## config.mk

```make
export PLATFORM = sky130hd
export DESIGN_NAME = shift_sequencer
export DESIGN_NICKNAME = d
export VERILOG_FILES = /design/src/rtl/shift_sequencer.sv
export SDC_FILE = /design/constraint.sdc
export NUM_CORES = 1
export LEC_CHECK = 0
export CAP_MARGIN = 25
export CORE_MARGIN = 4
export CORE_UTILIZATION = 46
export DETAILED_ROUTE_END_ITERATION = 8
export PLACE_DENSITY_LB_ADDON = 0.15
export SYNTH_ARGS = -nofsm -noshare
export SYNTH_HDL_FRONTEND = slang
export SYNTH_SLANG_ARGS = --single-unit
export TNS_END_PERCENT = 10
```

## constraint.sdc

```tcl
create_clock -name clk -period 3.45 [get_ports clk]
set_clock_uncertainty 0.2 [all_clocks]
set_input_delay 0.69 -clock clk [delete_from_list [all_inputs] [get_ports clk]]
set_output_delay 0.69 -clock clk [all_outputs]
set_load 0.1 [all_outputs]
```

## src/rtl/shift_sequencer.sv

```systemverilog
// shift_sequencer: shifts a signed WIDTH-bit operand by a signed amount over several cycles, using a start/done handshake. A start seen while busy is dropped, not queued.
// Latency is N+1 cycles, where N = min(|amount|, WIDTH). Defining SHIFT_SEQ_STEP4_EN adds 4-bit steps, giving floor(N/4)+(N mod 4)+1.
module shift_sequencer #(
  parameter int WIDTH = 16
) (
  input  logic             clk,
  input  logic             reset,
  input  logic             start,
  input  logic [WIDTH-1:0] src,
  input  logic [WIDTH-1:0] shiftAmount,
  input  logic             shiftType,
  output logic             busy,
  output logic             done,
  output logic [WIDTH-1:0] result
);

  localparam int CW = $clog2(WIDTH + 1);

  typedef enum logic [1:0] {
    IDLE  = 2'd0,
    SHIFT = 2'd1,
    DONE  = 2'd2
  } state_t;

  state_t           state, state_nxt;
  logic [WIDTH-1:0] acc, acc_nxt;
  logic [CW-1:0]    cnt, cnt_nxt;
  logic [CW-1:0]    n_launch;
  logic [WIDTH-1:0] amt_mag;
  logic [2:0]       step;
  logic             dir_left;
  logic             logical;

  // Two's-complement magnitude; 0x8000 maps onto itself and therefore saturates to WIDTH.
  assign amt_mag  = shiftAmount[WIDTH-1] ? (~shiftAmount + 1'b1) : shiftAmount;
  assign n_launch = (amt_mag >= WIDTH'(WIDTH)) ? CW'(WIDTH) : amt_mag[CW-1:0];

  function automatic logic [WIDTH-1:0] shift_by(input logic [WIDTH-1:0] v,
                                                input logic left,
                                                input logic lgc,
                                                input logic [2:0] k);
    logic [WIDTH-1:0] r;
    if (left)     r = v << k;
    else if (lgc) r = v >> k;
    else          r = WIDTH'($signed(v) >>> k);
    return r;
  endfunction

  always_comb begin
    state_nxt = state;
    acc_nxt   = acc;
    cnt_nxt   = cnt;
    step      = 3'd1;
    case (state)
      IDLE: begin
        if (start) begin
          acc_nxt   = src;
          cnt_nxt   = n_launch;
          state_nxt = (n_launch == '0) ? DONE : SHIFT;
        end
      end
      SHIFT: begin
`ifdef SHIFT_SEQ_STEP4_EN
        if (cnt >= CW'(4)) step = 3'd4;
`endif
        acc_nxt = shift_by(acc, dir_left, logical, step);
        cnt_nxt = cnt - CW'(step);
        if (cnt_nxt == '0) state_nxt = DONE;
      end
      DONE:    state_nxt = IDLE;
      default: state_nxt = IDLE;
    endcase
  end

  always_ff @(posedge clk) begin
    if (reset) begin
      state    <= IDLE;
      acc      <= '0;
      cnt      <= '0;
      dir_left <= 1'b0;
      logical  <= 1'b0;
      result   <= '0;
    end else begin
      state <= state_nxt;
      acc   <= acc_nxt;
      cnt   <= cnt_nxt;
      if (state == IDLE && start) begin
        dir_left <= ~shiftAmount[WIDTH-1];
        logical  <= shiftType;
      end
      // DONE always exits to IDLE, so this fires only on the entry edge.
      if (state_nxt == DONE) result <= acc_nxt;
    end
  end

  assign busy = (state != IDLE);
  assign done = (state == DONE);

endmodule
```

# Word-level counts from Yosys, hierarchy flattened
# Cells that the tools add are included.
[classes]
n_addsub = 2
order_cmp = 1
eq_ne = 4
muxes = 12
bitwise_logic = 2
n_reduce_logical = 7
[op_table]
columns = ["cell", "count"]
rows = [
  ["16-bit two-way mux", 4],
  ["16-bit case mux with 2 select lines", 1],
  ["16-bit by 1-bit adder with 16-bit output (second input constant)", 1],
  ["16-bit by 5-bit greater-or-equal comparator with 1-bit output (second input constant)", 1],
  ["16-bit inverter", 1],
  ["5-bit logical NOT", 2],
  ["5-bit two-way mux", 2],
  ["5-bit case mux with 2 select lines", 1],
  ["2-bit two-way mux", 3],
  ["5-bit by 1-bit subtractor with 5-bit output (second input constant)", 1],
  ["2-bit equality test (second input constant)", 2],
  ["2-bit case mux with 2 select lines", 1],
  ["2-bit nonzero test", 2],
  ["2-bit by 1-bit equality test with 1-bit output (second input constant)", 1],
  ["2-bit logical NOT", 1],
  ["2-bit inequality test (second input constant)", 1],
  ["2-bit AND reduction", 1],
  ["1-bit logical AND", 1],
  ["1-bit inverter", 1],
]
[word_totals]
reg_bits = 41
inputBits = 36
out_inout_bits = 18
wordCells = 34

# Logic depth before layout (Yosys ltp)
[depth]
ltp_word = 10
depth_mapped = 10
ltp_nobuf = 9

# Least setup slack after synthesis
# OpenSTA, ideal clock, no wires.
[synth_timing]
path_kind = "input port to flip-flop"
start = "input port shiftAmount[0]"
end = "register result[10]"
setup_time_ns = 0.121
arrival_time_ns = 3.199
required_time_ns = 3.129
slack_ns = -0.070
stages = 8
path_buffers = 1
cell_sequence = "or4_1 > or4_1 > a21oi_1 > o211ai_1 > a2111oi_4 > a32oi_4 > buf_6 > mux2_4"
[synth_between]
elab_chain_len = 10
[synth_rtl]
columns = ["element", "line", "rtl"]
rows = [
  ["from (decl)", "10", "input logic [WIDTH-1:0] shiftAmount,"],
  ["16-bit inverter", "35", "assign amt_mag = shiftAmount[WIDTH-1] ? (~shiftAmount + 1'b1) : shiftAmount;"],
  ["16-bit by 1-bit adder with 16-bit output", "35", ""],
  ["16-bit two-way mux (*)", "35", ""],
  ["16-bit by 5-bit greater-or-equal comparator with 1-bit output", "36", "assign n_launch = (amt_mag >= WIDTH'(WIDTH)) ? CW'(WIDTH) : amt_mag[CW-1:0];"],
  ["5-bit two-way mux (*)", "36", ""],
  ["5-bit logical NOT (*)", "59", "state_nxt = (n_launch == '0) ? DONE : SHIFT;"],
  ["2-bit two-way mux (*)", "59", ""],
  ["2-bit two-way mux (*)", "56", "if (start) begin"],
  ["2-bit case mux with 2 select lines (*)", "54", "case (state)"],
  ["2-bit equality test (*)", "92", "if (state_nxt == DONE) result <= acc_nxt;"],
  ["to (signal assigned)", "92", ""],
  ["to (decl)", "14", "output logic [WIDTH-1:0] result"],
]
# Mark *: on every way between the ends. The rest lies on a longest branch, timed or not.
# A chain may end at the register's enable or synchronous reset.

# Final worst setup path
[layout_timing]
start = "input port shiftAmount[4]"
end = "register result[11]"
# Same word-level chain as after synthesis.

==> out/results.tsv <==
metric	value	unit
post_cts_buffers	0	
drc_errors	0	
wirelength	6.15	mm
syn_avg_cell_area	8.26	um2
worst_pin_slew	0.956	ns
synth_nets	338	
startpoint_type	primary input	
io_pins	54	
clk_path_buf_depth	2	
cts_tree	built	
path_buf_inv	2	
antenna_cells	0	
io_buffers	53	
drive_above_1_share	0.227	
dr.pass1.iters	4	
ant_nets	0	
htreeDepth	2	
max_freq	297	MHz
ys_async_sr_fraction	0	
synth_edf_count	0	
nFillCells	462	
finalSetupViolCount	0	
vias_per_cell	5.36	
cts_hold_buf	0	
gp_congestion	0.886	
drv_slew	0	
cpLargestDelayFamily	compound AO/OA/AOI/OAI gates	
leakagePower	1.44	nW
fp.coreArea	5140	um2
final_cell_count_no_fill	445	
placed_cells	436	
grt-ovfl-total	0	
yosysTopAreaCellShare	0.332	
peakVddDrop	0.238	mV
area_growth	36.7	%
vias	2383	
power_density	357	nW/um2
worstSetupPathType	in -> reg	
layout_commonest_cell	buf_4	
ys_warn_count	0	
outcome	finished clean	
ys_dominant_reg_cell	dfxtp_1	
routedWlPerCell	13.8	um
die_h	81.3	um
mostFrequentLayoutCells	buf_4 (47), nor2_1 (44), dfxtp_1 (41), clkdlybuf4s50_1 (31), nor3_1 (24)	
finalHoldViolCount	0	
grt_max_degree	20	
worst_ep_arrival_time	3.35	ns
power.total	1.20	mW
cp_slowest_stage_delay	0.67	ns
syn-cell-area	2470	um2
ys_seq_area_frac	0.332	
cap_violations	0	
die_w	81.3	um
grt_pass1_wl	10.1	mm
synth_cell_types	49	
finalWorstPathRequiredPeriod	3.37	ns
clock-sinks	41	
start_util	0.481	
clk_transition_reported_paths	0.08	ns
yosys-top-cells-area	dfxtp_1 (33%), nor2_1 (6.7%), mux2_4 (6.1%)	
cp-end-kind	flip-flop	
hold_path_class	reg -> reg	
cts-root-buf	clkbuf_8	
antenna_found_initial	0	
cp.required	3.44	ns
dp_hpwl	4.56	mm
synth-seq-cells	41	
numCtsBuffers	5	
syn-instance-count	299	
grt_usage	0.192	
final_nets	413	
max_slew_margin	0.362	
synth.largest_area_cell	dfxtp_1	
slowest_stage	clkdlybuf4s50_1	
fp.dieArea	6610	um2
fin_crit_sh	0.975	
worstPathMaxFanout	8	
clk_latency	0.29	ns
grt_pass1_vias	2212	
rows	26	
drt-initial-drc-count	125	
crit_chain	clkdlybuf4s50_1 > nor4b_4 > or4_4 > a21oi_2 > o211ai_1 > a2111oi_4 > a32oi_4 > clkbuf_16 > mux2_4	
==> worst register-to-register path, stage by stage (launching register included) <==
cell	delay, ns
dfxtp_1	0.71
inv_1	0.25
nor2_1	0.61
o311ai_0	0.30
nand2_1	0.13
a21oi_1	0.07
mux2_2	0.27
==> cell usage after synthesis, types with 3 or more instances <==
master and n:
a31oi_1 5, nand2_1 10, clkbuf_1 14, nor2_1 44, mux2_4 10, mux2i_1 14
a41o_1 3, ha_1 3, o21ai_0 10, nor2b_1 18, mux2_2 6, nand3_1 4
o22ai_1 4, xnor2_1 3, inv_1 12, dfxtp_1 41, nor3_1 24, a21oi_1 24
nand2b_1 6, nor4_1 4
==> per-stage QoR <==
stage | setup WS (ns) | util | TNS (ns) | instance area, um2 | hold WS, ns
CTS | 0.0251 | 0.645 | 0 | 3320 | 0.323
detailed placement | -0.368 | 0.626 | -6.62 | 3220 | 0.305
floorplan | -0.0136 | - | -0.136 | 2480 | 0.255
global route | -0.00363 | 0.657 | -0.00556 | 3380 | 0.353
global placement | -0.322 | 0.626 | -5.60 | 3220 | 0.298
finish | 0.0846 | 0.657 | 0 | 3380 | 0.320
==> path summary, 6_finish.rpt <==
kind / cells past startpoint / start / slack, ns / to
setup reg to reg: 6 / state[0] / 0.79 / result[15]
setup / recovery: 9 / shiftAmount[4] / 0.08 / result[11]
hold / removal: 2 / logical / 0.32 / logical
hold reg to reg: 2 / logical / 0.32 / logical
==> layer usage <==
metal  up-vias  global-route usage  routed length, um
met2        77               0.296               2740
met1      1061               0.267               2930
li1       1238                   -                  -
met3         7              0.0410                421
met4         0              0.0557                 65
met5         -                   0                  0
==> registers in the layout, summed over array words and instances (netlist names) <==
name      flops
logical       1
state         2
result       16
acc          16
dir_left      1
cnt           5
==> layout make-up <==
class	count	area, um2	area share
Multi-Input combinational cell	229	1560	0.463
Sequential cell	41	821	0.243
Timing Repair Buffer	84	758	0.225
Tap cell	70	87.6	0.0259
Clock buffer	6	82.6	0.0245
Inverter	13	48.8	0.0145
Clock inverter	2	13.8	0.00408
==> kinds of logic (layout without fill, tap and decap cells) <==
| kind of cell | after synthesis | count (layout) | share of synthesized area |
|---|---|---|---|
| flip-flops | 41 | 41 | 0.332 |
| AND/OR/NAND/NOR | 124 | 124 | 0.250 |
| AO/OA/AOI/OAI | 68 | 68 | 0.196 |
| XOR/XNOR | 4 | 4 | 0.0142 |
| buffers and inverters | 29 | 105 | 0.0471 |
| adder cells (fa/ha/maj) | 3 | 3 | 0.0152 |
| multiplexers | 30 | 30 | 0.145 |
==> what timing repair did <==
| action | in CTS | in global routing |
|---|---|---|
| setup endpoints to repair | 16 | 22 |
| cloned | 0 | 1 |
| resized for setup | 0 | 9 |
| pin swaps | 1 | 4 |
==> report_power, final <==
| part | internal (mW) | leakage, nW | switching (mW) |
|---|---|---|---|
| sequential | 0.508 | 0.336 | 0.0438 |
| clock | 0.162 | 0.0512 | 0.169 |
| combinational | 0.151 | 1.05 | 0.170 |
No activity file was read; power rests on OpenSTA's default activity.
